<file path="src/rtl/switch_pkg.sv">
// Shared types for the 1-to-2 stream switch: destination decode and slot states.
package switch_pkg;

  typedef enum logic [1:0] {
    DEST_A    = 2'd0,
    DEST_B    = 2'd1,
    DEST_DROP = 2'd2
  } dest_t;

  typedef enum logic {
    SLOT_EMPTY = 1'b0,
    SLOT_FULL  = 1'b1
  } slot_state_t;

  // Mismatched select bits mark a beat to be discarded.
  function automatic dest_t decode_dest(input logic sel_b, input logic sel_a);
    dest_t d;
    case ({sel_b, sel_a})
      2'b00:   d = DEST_A;
      2'b11:   d = DEST_B;
      default: d = DEST_DROP;
    endcase
    return d;
  endfunction

endpackage

</file>
<file path="src/rtl/switch_1to2_out_slot.sv">
// One-entry output holding slot for a single channel of switch_1to2.
//   state      | meaning
//   SLOT_EMPTY | no beat held, o_valid=0
//   SLOT_FULL  | beat held on o_data, o_valid=1 until consumed
module out_slot
  import switch_pkg::*;
#(
  parameter int DATA_W = 8
) (
  input  logic              clk,
  input  logic              rst,
  input  logic              i_load,
  input  logic [DATA_W-1:0] i_load_data,
  input  logic              i_ready,
  output logic              o_valid,
  output logic [DATA_W-1:0] o_data,
  output logic              o_can_accept
);

  slot_state_t       r_state;
  slot_state_t       w_state_nxt;
  logic [DATA_W-1:0] r_data;

  always_ff @(posedge clk) begin
    if (rst) begin
      r_state <= SLOT_EMPTY;
    end else begin
      r_state <= w_state_nxt;
    end
  end

  // A load in the same cycle as a consume keeps the slot full with new data.
  always_comb begin
    w_state_nxt = r_state;
    case (r_state)
      SLOT_EMPTY: if (i_load) w_state_nxt = SLOT_FULL;
      SLOT_FULL:  if (i_ready && !i_load) w_state_nxt = SLOT_EMPTY;
      default:    w_state_nxt = SLOT_EMPTY;
    endcase
  end

  always_ff @(posedge clk) begin
    if (rst) begin
      r_data <= '0;
    end else if (i_load) begin
      r_data <= i_load_data;
    end
  end

  assign o_valid      = (r_state == SLOT_FULL);
  assign o_data       = r_data;
  assign o_can_accept = !o_valid || i_ready;

endmodule

</file>
<file path="src/rtl/switch_1to2.sv">
// 1-to-2 stream switch with per-channel holding slots and a drop destination.
// Optional saturating drop counter on port drop_cnt when SWITCH_DROP_CNT_EN is defined.
module switch_1to2
  import switch_pkg::*;
#(
  parameter int DATA_W = 8,
  parameter int CNT_W  = 16
) (
  input  logic              clk,
  input  logic              rst,
  input  logic              sel_a,
  input  logic              sel_b,
  input  logic              in_valid,
  input  logic [DATA_W-1:0] in_data,
  output logic              in_ready,
  output logic              out_a_valid,
  output logic [DATA_W-1:0] out_a_data,
  input  logic              out_a_ready,
  output logic              out_b_valid,
  output logic [DATA_W-1:0] out_b_data,
  input  logic              out_b_ready
`ifdef SWITCH_DROP_CNT_EN
  ,
  output logic [CNT_W-1:0]  drop_cnt
`endif
);

  dest_t w_dest;
  logic  w_in_ready;
  logic  w_xfer;
  logic  w_load_a;
  logic  w_load_b;
  logic  w_a_can_accept;
  logic  w_b_can_accept;

  assign w_dest = decode_dest(sel_b, sel_a);

  // Ready looks only at the selected slot, never at in_valid.
  always_comb begin
    w_in_ready = 1'b0;
    if (!rst) begin
      case (w_dest)
        DEST_A:  w_in_ready = w_a_can_accept;
        DEST_B:  w_in_ready = w_b_can_accept;
        default: w_in_ready = 1'b1;
      endcase
    end
  end

  assign in_ready = w_in_ready;
  assign w_xfer   = in_valid && w_in_ready;
  assign w_load_a = w_xfer && (w_dest == DEST_A);
  assign w_load_b = w_xfer && (w_dest == DEST_B);

  out_slot #(.DATA_W(DATA_W)) u_slot_a (
    .clk          (clk),
    .rst          (rst),
    .i_load       (w_load_a),
    .i_load_data  (in_data),
    .i_ready      (out_a_ready),
    .o_valid      (out_a_valid),
    .o_data       (out_a_data),
    .o_can_accept (w_a_can_accept)
  );

  out_slot #(.DATA_W(DATA_W)) u_slot_b (
    .clk          (clk),
    .rst          (rst),
    .i_load       (w_load_b),
    .i_load_data  (in_data),
    .i_ready      (out_b_ready),
    .o_valid      (out_b_valid),
    .o_data       (out_b_data),
    .o_can_accept (w_b_can_accept)
  );

`ifdef SWITCH_DROP_CNT_EN
  logic [CNT_W-1:0] r_drop_cnt;
  logic             w_drop_xfer;

  assign w_drop_xfer = w_xfer && (w_dest == DEST_DROP);

  always_ff @(posedge clk) begin
    if (rst) begin
      r_drop_cnt <= '0;
    end else if (w_drop_xfer && (r_drop_cnt != {CNT_W{1'b1}})) begin
      r_drop_cnt <= r_drop_cnt + 1'b1;
    end
  end

  assign drop_cnt = r_drop_cnt;
`else
  // Width stays on the parameter list so both builds share one interface.
  localparam int LP_UNUSED_CNT_W = CNT_W;
`endif

endmodule

</file>
<file path="config.mk">
export PLATFORM = sky130hd
export DESIGN_NAME = switch_1to2
export DESIGN_NICKNAME = d
export VERILOG_FILES = /design/src/rtl/switch_pkg.sv /design/src/rtl/switch_1to2_out_slot.sv /design/src/rtl/switch_1to2.sv
export SDC_FILE = /design/constraint.sdc
export NUM_CORES = 1
export LEC_CHECK = 0
export CORE_MARGIN = 2
export CORE_UTILIZATION = 39
export CTS_BUF_LIST = sky130_fd_sc_hd__clkbuf_8
export DETAILED_ROUTE_END_ITERATION = 10
export PLACE_DENSITY_LB_ADDON = 0.1
export SYNTH_ARGS = -nofsm -noshare
export SYNTH_HDL_FRONTEND = slang
export SYNTH_SLANG_ARGS = --single-unit
</file>
<file path="constraint.sdc">
create_clock -name clk -period 1.4 [get_ports clk]
set_input_delay 0.42 -clock clk [delete_from_list [all_inputs] [get_ports clk]]
set_output_delay 0.42 -clock clk [all_outputs]
set_load 0.1 [all_outputs]
</file>
* Word level (Yosys, flattened, before mapping)
Cells that the tools add are included. Widths: inputs -> output; s select.
Cells by class: equality and inequality tests 2, multiplexer cells 9, bitwise logic cells 2, reductions and logical operators 13
Operator list (count):
- $pmux 1 s2 | 3
- $logic_and 1x1->1 | 5
- $mux 1 | 5
- $logic_not 1->1 | 4
- $logic_not 2->1 | 2
- $pmux 2 s2 | 1
- $eq 2x1->1 const B | 1
- $eq 2x2->1 const B | 1
- $logic_or 1x1->1 | 2
- $not 1->1 | 2
Word-level totals: register bits after elaboration 18, input bits 15, output and inout port bits 19, logic and storage cells 30

* Logic depth before layout (Yosys ltp)
Gate-level depths: netlist (run 1).
depth in word-level cells 11, gate-level depth with buffers 6, gate-level depth less buffers 5

* By module
Synthesis (run 1) repeated with hierarchy kept, for this count alone.
Second synthesis, totals: cell total of the unflattened synthesis 69, area total of the unflattened synthesis 715.7 um^2
Modules (own cells, without submodules):
- out_slot | instances 2, cells each 30, area an instance 321.6 um^2, sequential area each 180.2 um^2
- switch_1to2 | instances 1, cells each 9, area an instance 72.6 um^2, sequential area each 0.0 um^2

* Worst setup path before layout (run 1)
No wires, ideal clock.
path kind register to output, start reg u_slot_a.r_state (netlist: u_slot_a.o_valid), end out in_ready, arrival 2.343 ns, setup slack -1.363 ns, cell stages (with the launch flop) 5, path through dfxtp_1 -> nand2b_4 -> and2_4 -> a211oi_1 -> nor2_1
Between the ends: cells in the longest elaborated chain, start to end 4
RTL lines:
- start: declaration | RTL line switch_1to2_out_slot.sv:20 | slot_state_t r_state;
- start signal: assignment | RTL line switch_1to2_out_slot.sv:28 | r_state <= w_state_nxt;
- $logic_not 1->1 | RTL line switch_1to2_out_slot.sv:52 | assign o_can_accept = !o_valid || i_ready;
- $logic_or 1x1->1 | RTL line switch_1to2_out_slot.sv:52
- $pmux 1 s2 | RTL line switch_1to2.sv:42 | case (w_dest)
- $mux 1 | RTL line switch_1to2.sv:41 | if (!rst) begin
- end: declaration | RTL line switch_1to2.sv:15 | output logic in_ready,
No other way between the ends.

* Final worst setup path (run 1)
start in sel_b, end out in_ready
Between the ends: cells in the longest elaborated chain, start to end 5, elaborated cells between the ends (all ways) 7
RTL lines:
- start: declaration | RTL line switch_1to2.sv:12 | input logic sel_b,
- $eq 2x2->1 / $logic_not 2->1 (equally long branches) | RTL line switch_pkg.sv:18 | case ({sel_b, sel_a})
- $pmux 2 s2 (*) | RTL line switch_pkg.sv:18
- $eq 2x1->1 / $logic_not 2->1 (equally long branches) | RTL line switch_1to2.sv:42
- $pmux 1 s2 (*) | RTL line switch_1to2.sv:42
- $mux 1 (*) | RTL line switch_1to2.sv:41
Every way passes the cells marked *; elsewhere a longest branch is shown, timed or not.

==> impl_metrics.ini, run 1 <==
[floorplanning]
rows = 16
die_y_um = 50.68
dieArea_um2 = 2568
start_util = 0.4244
ioPinCount = 34
core_area_um2 = 2002
dieWidth_um = 50.68

[grt]
antenna_found_initial = 0
met3_usage = 0.05357
grt_pass1_wl_um = 3484
met2_usage = 0.3114
grt.busiest_layer = met2
grt_max_degree = 27
grt_pass1_vias = 743
met1_usage = 0.2253
track_usage = 0.1823
overflow = 0

[detailed_routing]
routed_wl_um = 2091
drtPass1Iterations = 2
drcViolationCount = 0
drtIter0Drc = 2
wl_per_cell_um = 13.58
ant_nets = 0
vias = 725
viasPerCell = 4.708

[placement]
routabilityCongestion = 0.8075
numPortBuffers = 33
hpwlAfterDp_um = 1539
dp_slack_ps = -802.5
dpl-instance-area_um2 = 1535

[synthesis]
ys_seq_area_frac = 0.4242
syn_inst = 79
netlist_area_um2 = 849.6
synth_top_area_share = 0.4242
ys_ff_latch = 18
netlist_top_cells_area = dfxtp_1 (42%), mux2i_1 (19%), nand2b_1 (18%)
synth.largest_area_cell = dfxtp_1
ys_warn_count = 0
synth.distinct_cells = 18
syn_nets = 96
syn_area_per_cell_um2 = 10.75

[run_status]
status = complete, but fails checks
violations = negative setup slack

[timing]
max_freq_mhz = 591.9
fin_worst_skew_ps = 9.203
relSlewSlack = 0.7832
tightest_slew_ps = 324.4
timing.final.ws_setup_ps = -289.3
fin_crit_ps = 1689
fin_crit_sh = 1.207
hold_viol_final = 0
finalSetupViolCount = 4
rsz0062_at_grt = yes
drv_slew = 0

[power]
power_uw = 1343
swShare = 0.3160
p_switching_uw = 424.4
pwr-share-clk = 0.265
leakage_uw = 0.0006882
ir_worst_vdd_uv = 831.4
pwr-share-seq = 0.408
combPwrFrac = 0.326
p_int_uw = 918.9
p_per_area_nw_per_um2 = 815.2

[setup_path]
crit_fanout = 3
rrSetupSlack_ps = -50
cp.required_ps = 980
cp_data_arrival_time_ps = 1270
crit_path_start_kind = input port
worstRegToRegCells = 6
cp-end-kind = output port
path_class = in2out

[clock_network]
htree_levels = 1
clk_pin_slew_ps = 70
insertion_delay_ps = 250
hold_buffers = 0
cts_root_buffer = clkbuf_8
clock_sinks = 18
cts_buffer_depth = 2
cts_tree = built
cts_made_buffers = 3

[cells_and_area]
num_antenna_cells = 0
nFillCells = 119
final_area_um2 = 1648
post-route-util = 0.8231
drive_gt1_frac = 0.4409
seq_area_um2 = 367.9
area_delta_synth_final_pct = 93.96
multi_input_area_um2 = 531.8
fin_nets = 145

[worst_hold_path]
hp-class = reg2reg
min_path_cells = 2

[run]
drv_cap = 0
## final timing paths
check                          start                 end
hold reg to reg   u_slot_b.o_data[3]  u_slot_b.o_data[3]
setup reg to reg    u_slot_a.o_valid  u_slot_b.o_data[7]
hold / removal    u_slot_b.o_data[3]  u_slot_b.o_data[3]
setup / recovery               sel_b            in_ready
## metal layers
layer	vias up	wire, um	part of all wire
met3	2	126	0.060
met2	20	1103	0.53
met5	-	0	0
met1	341	850	0.41
li1	362	-	-
met4	0	11	0.0053
## synthesized netlist by cell type
master    count
a211o_2       1
a211oi_1      1
a21oi_1       2
and2_4        1
buf_6         1
clkbuf_1      2
dfxtp_1      18
ha_1          2
inv_1         2
mux2i_1      16
nand2_1       2
nand2b_1     24
nand2b_4      2
nand3_2       1
nor2_1        1
nor2b_1       1
o311a_1       1
o311ai_4      1
## cells by family after synthesis
family / Yosys count / synth area share
compound gates: 6 / 0.07512
fa+ha+maj: 2 / 0.02945
buf+inv: 5 / 0.03093
flops: 18 / 0.4242
mux: 16 / 0.1885
simple gates: 32 / 0.2518
## registers in the layout (all words and copies together) (netlist names)
name              flops
u_slot_b.o_data       8
u_slot_a.o_data       8
u_slot_a.o_valid      1
u_slot_b.o_valid      1
## worst max-delay path, cell delays in order
cell and delay, ps:
buf_12 90, inv_12 30, ha_4 250, a211oi_4 240
nor2_4 70, buf_12 160
## repair_timing
item,in CTS,in global routing
buffers inserted,3,3
setup endpoints to repair,17,17
endpoints found under the hold margin,0,0
gates resized for setup,20,9
pin swaps,6,6
## per-stage QoR
step	setup TNS (ps)	hold slack, ps	std cells
after global routing	-707.9	542.3	154
after floorplan	-659.1	558.6	79
after global placement	-12570	495.2	147
final	-384.6	513.5	154
after CTS	-1261	518.3	154
after detailed placement	-12980	507.9	147
## cell usage in the layout (no fill, tap or decap), types with 3 or more instances in the layout
cell type	n
nand2b_1	24
mux2i_1	16
clkbuf_8	3
buf_4	9
buf_6	6
dfxtp_1	16
buf_12	20
clkdlybuf4s50_1	9
## power groups by stage
stage	Clock, uW	Combinational (uW)	Sequential (uW)
after CTS	361	430	549
after detailed placement	0	418	560
final	356	439	549
after global placement	0	413	559
after floorplan	0	119	682
after global routing	389	457	550
## cell type report
class / count / area share
Multi-Input combinational cell: 56 / 0.3227
Clock buffer: 3 / 0.02506
Clock inverter: 1 / 0.002278
Tap cell: 27 / 0.02050
Inverter: 2 / 0.01519
Sequential cell: 18 / 0.2232
Timing Repair Buffer: 47 / 0.3910
Power figures use the tool's default switching activity.
==> run 2, diff against run 1 <==
Settings changed: TNS_END_PERCENT set to 20.
==> run 2 against run 1 <==
Clock-buffer cell count is 1 higher. The flow still finishes with violations (negative setup slack). Total power is 5.9% higher. Worst hold slack worse by 1.7 ps. Clock power is 20% higher. Register-to-register slack worse by 60 ps. Critical path depth is 1 lower. Sequential power hardly changed. Non-clock buffer count is 2 higher. Global-route usage hardly changed. Critical path type is now reg2out. Final cell count is 1.3% higher. Sequential share of layout area is 0.27 points lower.
==> impl_metrics.ini, run 2 (same netlist as run 1, synthesis figures left out) <==
[run_status]
status = complete, but fails checks
violations = negative setup slack

[setup_path]
path_class = reg2out
cp.required_ps = 980
cp.buffers_inverters = 1
crit_path_max_incr_delay_ps = 360
cp_top_family = flip-flops
crit_slowest_cell = dfxtp_4
worstRegToRegCells = 6
cp_data_arrival_time_ps = 1330
crit_chain = nand2b_4 -> and2_4 -> a211oi_4 -> nor2_4 -> buf_12
crit_path_start_kind = register
crit_fanout = 2
timing.rr.start = u_slot_a.o_valid
timing.rr.end = u_slot_b.o_data[0]
rrSetupSlack_ps = -110
cp-end-kind = output port

[clock_network]
clock_sinks = 18
cts_made_buffers = 3
cts_root_buffer = clkbuf_8
htree_levels = 1
hold_buffers = 0
clk_pin_slew_ps = 70
insertion_delay_ps = 260
cts_buffer_depth = 2
cts_tree = built

[power]
ir_worst_vdd_uv = 792.4
leakage_uw = 0.0006926
p_per_area_nw_per_um2 = 853.3
power_uw = 1423

[cells_and_area]
drive_gt1_frac = 0.4496
fin_nets = 147
final_cell_mix = nand2b_1 (24), buf_12 (20), mux2i_1 (16), dfxtp_1 (16), buf_4 (14)
post-route-util = 0.8331
final_common_cell = nand2b_1
area_delta_synth_final_pct = 96.32
final_area_um2 = 1668
num_antenna_cells = 0

[grt]
antenna_found_initial = 0
grt_pass1_wl_um = 3512
grt_pass1_vias = 751
overflow = 0
grt_max_degree = 27
track_usage = 0.1821

[worst_hold_path]
min_path_cells = 2
min_to = u_slot_b.o_data[2]
min_from = u_slot_b.o_data[2]
hp-class = reg2reg

[floorplanning]
die_y_um = 50.68
dieWidth_um = 50.68
dieArea_um2 = 2568
core_area_um2 = 2002
start_util = 0.4244
ioPinCount = 34
rows = 16

[timing]
fin_worst_skew_ps = 2.027
rsz0062_at_grt = yes
relSlewSlack = 0.7718
tightest_slew_ps = 341.4
hold_viol_final = 0
final.setup.tns_ps = -1902
timing.final.ws_setup_ps = -349.4
max_freq_mhz = 571.6
fin_crit_ps = 1749
fin_crit_sh = 1.250
drv_slew = 0
finalSetupViolCount = 17

[placement]
routabilityCongestion = 0.7910
dp_slack_ps = -848.0
hpwlAfterDp_um = 1531
numPortBuffers = 33
dpl-instance-area_um2 = 1520

[detailed_routing]
wl_per_cell_um = 14.40
drtPass1Iterations = 2
vias = 743
drcViolationCount = 0
viasPerCell = 4.763
routed_wl_um = 2246
drtIter0Drc = 6
ant_nets = 0

[run]
drv_cap = 0
run 2: cell count changes in the layout (fill, tap and decap cells not counted), sizes merged:
| cell | previous run | this run |
|---|---|---|
| clkdlybuf4s15 | 0 | 1 |
| clkdlybuf4s50 | 9 | 10 |
| dlygate4sd2 | 1 | 0 |
| inv | 3 | 2 |
| buf | 36 | 38 |
run 2: per-stage QoR:
step / hold slack (ps) / instances
global route: 539.9 / 156
floorplan: 558.6 / 79
detailed placement: 506.9 / 146
global placement: 495.6 / 146
finish: 511.8 / 156
CTS: 518.6 / 153
run 2: how the worst max path moves through the flow:
stage,start,to,slack [ps],depth (start not counted)
finish,u_slot_a.o_valid,in_ready,-350,5
CTS,sel_b,in_ready,-470,8
global route,u_slot_a.o_valid,in_ready,-370,5
floorplan,sel_b,in_ready,-300,5
detailed placement,sel_b,in_ready,-850,7
global placement,sel_b,in_ready,-790,7
run 2: per-layer routing:
layer  wire [um]  vias to the layer above  global-route usage
met4          40                        0             0.07207
met3         114                        4             0.04762
met1         976                      349              0.2269
met2        1113                       27              0.2982
met5           0                        -                   0
li1            -                      363                   -
run 2: cell type report:
type | instances | area (um2)
multi-input combinational | 56 | 531.8
clock buffer | 4 | 55.05
tap | 27 | 33.78
sequential | 18 | 367.9
timing repair buffer | 49 | 654.4
inverter | 2 | 25.02
fill | 110 | 334.1
run 2: power by group:
group,internal [uW],leakage (uW),switching [uW]
clock,250,0.0000288,177
sequential,528,0.000148,20.4
combinational,202,0.000516,245
total,981,0.000693,442
run 2: what timing repair did:
action | in CTS | in global routing
pin swaps | 6 | 6
resized for setup | 21 | 5
setup buffers | 3 | 5
setup endpoints to repair | 17 | 17
gates cloned | 0 | 0
run 2: worst reg2reg max path: stages (launching register included):
cell and delay [ps]:
dfxtp_4 360, nand2b_4 60, and2_4 170, buf_4 140
buf_6 110, o311ai_4 370, mux2i_1 230
==> edit (config.mk and constraints of run 2) <==
Build with the macro `SWITCH_DROP_CNT_EN` defined.
--- a/src/rtl/switch_1to2.sv
+++ b/src/rtl/switch_1to2.sv
@@ -2,2 +2,4 @@
 // Optional saturating drop counter on port drop_cnt when SWITCH_DROP_CNT_EN is defined.
+`define SWITCH_DROP_CNT_EN
+
 module switch_1to2
Formal check against the unedited RTL (old outputs only; new: drop_cnt): equivalent (Yosys induction, for registers that start in step).
==> edit against run 2 <==
The flow still finishes with violations (setup timing). Routed wire length grew to 2.6 times the old value. Clock skew is 0.0025 ns higher. Cell area is 100% higher. Sequential power is 78% higher. Sequential cell count is 16 higher. Setup slack worse by 0.092 ns. Total power is 76% higher. Sequential share of layout area is 0.34 points higher. Register-to-register slack worse by 0.21 ns. Worst hold slack better by 0.0059 ns. Synthesized area is 92% higher. Clock power is 150% higher. Critical endpoint unchanged. Largest cell class unchanged. Largest power group is now the clock network.
==> edit: results (changes against run 2) <==
{| class="wikitable"
! Metric !! Value
|-
| Result of the run || finished with violations (unchanged)
|-
| Failing checks || setup timing (unchanged)
|-
| Routed length per instance || 17.18 um (was 14.40 um)
|-
| Launch point of the worst reg-to-reg path || drop_cnt[8] (was u_slot_a.o_valid)
|-
| Proportion of synthesized chip area in sequential cells || 41.62% (was 42.42%)
|-
| Max incr delay on CP || 0.19 ns (was 0.36 ns)
|-
| Via count || 1890 (was 743)
|-
| Setup Viol. Count Final || 34 (was 17)
|-
| Hold crit path type || flop to flop (unchanged)
|-
| Setup TNS || -5.114 ns (was -1.902 ns)
|-
| Clock transition at path regs || 0.07 ns (about the same)
|-
| GP Congestion || 0.8604 (was 0.7910)
|-
| Largest net degree at the start of global routing || 22 (was 27)
|-
| Tightest slew margin relative to the limit || 74.70% (was 77.18%)
|-
| Leakage || 1.274 nW (was 0.6926 nW)
|-
| Number of buffers added on ports || 49 (was 33)
|-
| Layout net count || 304 (was 147)
|-
| Layout cell share with drive strength beyond 1 || 54.01% (was 44.96%)
|-
| Worst R2R End || drop_cnt[13] (was u_slot_b.o_data[0])
|-
| Total routing resource utilization after global routing || 25.46% (was 18.21%)
|-
| Layout filler cell count || 233 (was 110)
|-
| Cell depth of the worst flop-to-flop path || 4 (was 6)
|-
| Fraction of registers with async set or reset after synthesis || 0% (unchanged)
|-
| Sink of the worst hold path || u_slot_b.o_data[1] (was u_slot_b.o_data[2])
|-
| IR drop worst, VDD || 0.6108 mV (was 0.7924 mV)
|-
| Post-route worst setup slack || -0.4417 ns (was -0.3494 ns)
|-
| Slack of the worst reg-to-reg path || -0.32 ns (was -0.11 ns)
|-
| Number of distinct library cell variants in the gate-level netlist after synthesis || 35 (was 18)
|-
| Number of flip-flops under the largest register name || 16
|-
| Critical-path cell with the highest stage delay || ha_4 (was dfxtp_4)
|-
| Most common library cells after synthesis || dfxtp_1 (34), a21oi_1 (27), nand3_1 (22), o21ai_0 (18), nand2_1 (8) (was nand2b_1 (24), dfxtp_1 (18), mux2i_1 (16))
|-
| Initial detailed-routing violation count || 122 (was 6)
|-
| Min-Delay Path Depth || 2 (unchanged)
|-
| Post-synthesis net count || 211 (was 96)
|-
| Clk_skew || 0.004527 ns (was 0.002027 ns)
|-
| Final HPWL DP || 4043 um (was 1531 um)
|-
| Hold path start || u_slot_b.o_data[1] (was u_slot_b.o_data[2])
|-
| H-tree depth reported by CTS || 2 (was 1)
|-
| Most area-consuming cells after synthesis || dfxtp_1 (42%), a21oi_1 (8.3%), nand3_1 (6.7%) (was dfxtp_1 (42%), mux2i_1 (19%), nand2b_1 (18%))
|-
| Number of detailed-routing iterations run before antenna repair || 4 (was 2)
|-
| Wire length of the first global-routing pass || 9025 um (was 3512 um)
|-
| Clock latency of the later-clocked register in the worst-skew pair || 0.29 ns (was 0.26 ns)
|}
[edit: cell types whose count changed after synthesis, moves of 7 or more]
cell and change:
o21ai_0 +18, dfxtp_1 +16, nand3_1 +22, mux2i_1 -13
nand4_1 +7, nand2b_1 -22, a21oi_1 +25
[edit: power breakdown]
group	internal, mW	total [mW]	switching (mW)
clock	0.704	1.06	0.360
combinational	0.202	0.464	0.262
sequential	0.953	0.977	0.0247
total	1.86	2.51	0.647
[edit: cells by family after synthesis]
logic type               share of synthesized area (%)
flip-flops                                       41.62
AO/OA/AOI/OAI                                    21.42
buffers and inverters                            3.826
adder cells (fa/ha/maj)                          2.296
AND/OR/NAND/NOR                                  24.87
multiplexers                                     5.968
[edit: how the worst max path moves through the flow]
stage	slack, ns	from	cells after the start	endpoint
floorplan	-0.48	u_slot_b.o_valid	3	in_ready
global placement	-1.08	sel_a	7	drop_cnt[13]
detailed placement	-1.13	sel_a	7	drop_cnt[13]
CTS	-0.44	sel_a	8	in_ready
global route	-0.47	sel_a	8	in_ready
finish	-0.44	sel_a	8	in_ready
[edit: metal layers]
| metal | part of all wire, % | track usage [%] |
|---|---|---|
| met2 | 51 | 43.51 |
| met1 | 42 | 31.74 |
| met4 | 1.0 | 7.353 |
| met5 | 0 | 0 |
| met3 | 5.2 | 6.169 |
[edit: area by class of cell]
class,count,area [um2],share of cell area [%]
tap,50,62.56,1.873
inverter,5,31.28,0.9363
sequential,34,748.2,22.40
clock buffer,5,68.82,2.060
timing repair buffer,97,1260,37.72
multi-input combinational,143,1106,33.11
clock inverter,3,63.81,1.910
[edit: worst max-delay path, delay by kind of cell]
kind | cells | cell delay (ns)
buffers and inverters | 5 | 0.59
AND/OR/NAND/NOR | 1 | 0.04
adder cells (fa/ha/maj) | 1 | 0.19
AO/OA/AOI/OAI | 1 | 0.18
[edit: repair_timing]
item                       4_1_cts  5_1_grt
pin swaps                       12        5
gates resized for setup         36       34
setup endpoints to repair       36       41
setup buffers                    5        0
[edit: per-stage QoR]
step	total power, mW	worst slack (ns)	hold slack (ns)	instances	area (um2)
after floorplan	1.222	-0.4794	0.5677	193	1818
after global placement	1.404	-1.078	0.5039	325	3004
after detailed placement	1.415	-1.127	0.5046	325	3004
after CTS	2.492	-0.4423	0.5141	338	3249
after global routing	2.580	-0.4680	0.5433	337	3341
final	2.506	-0.4417	0.5177	337	3341
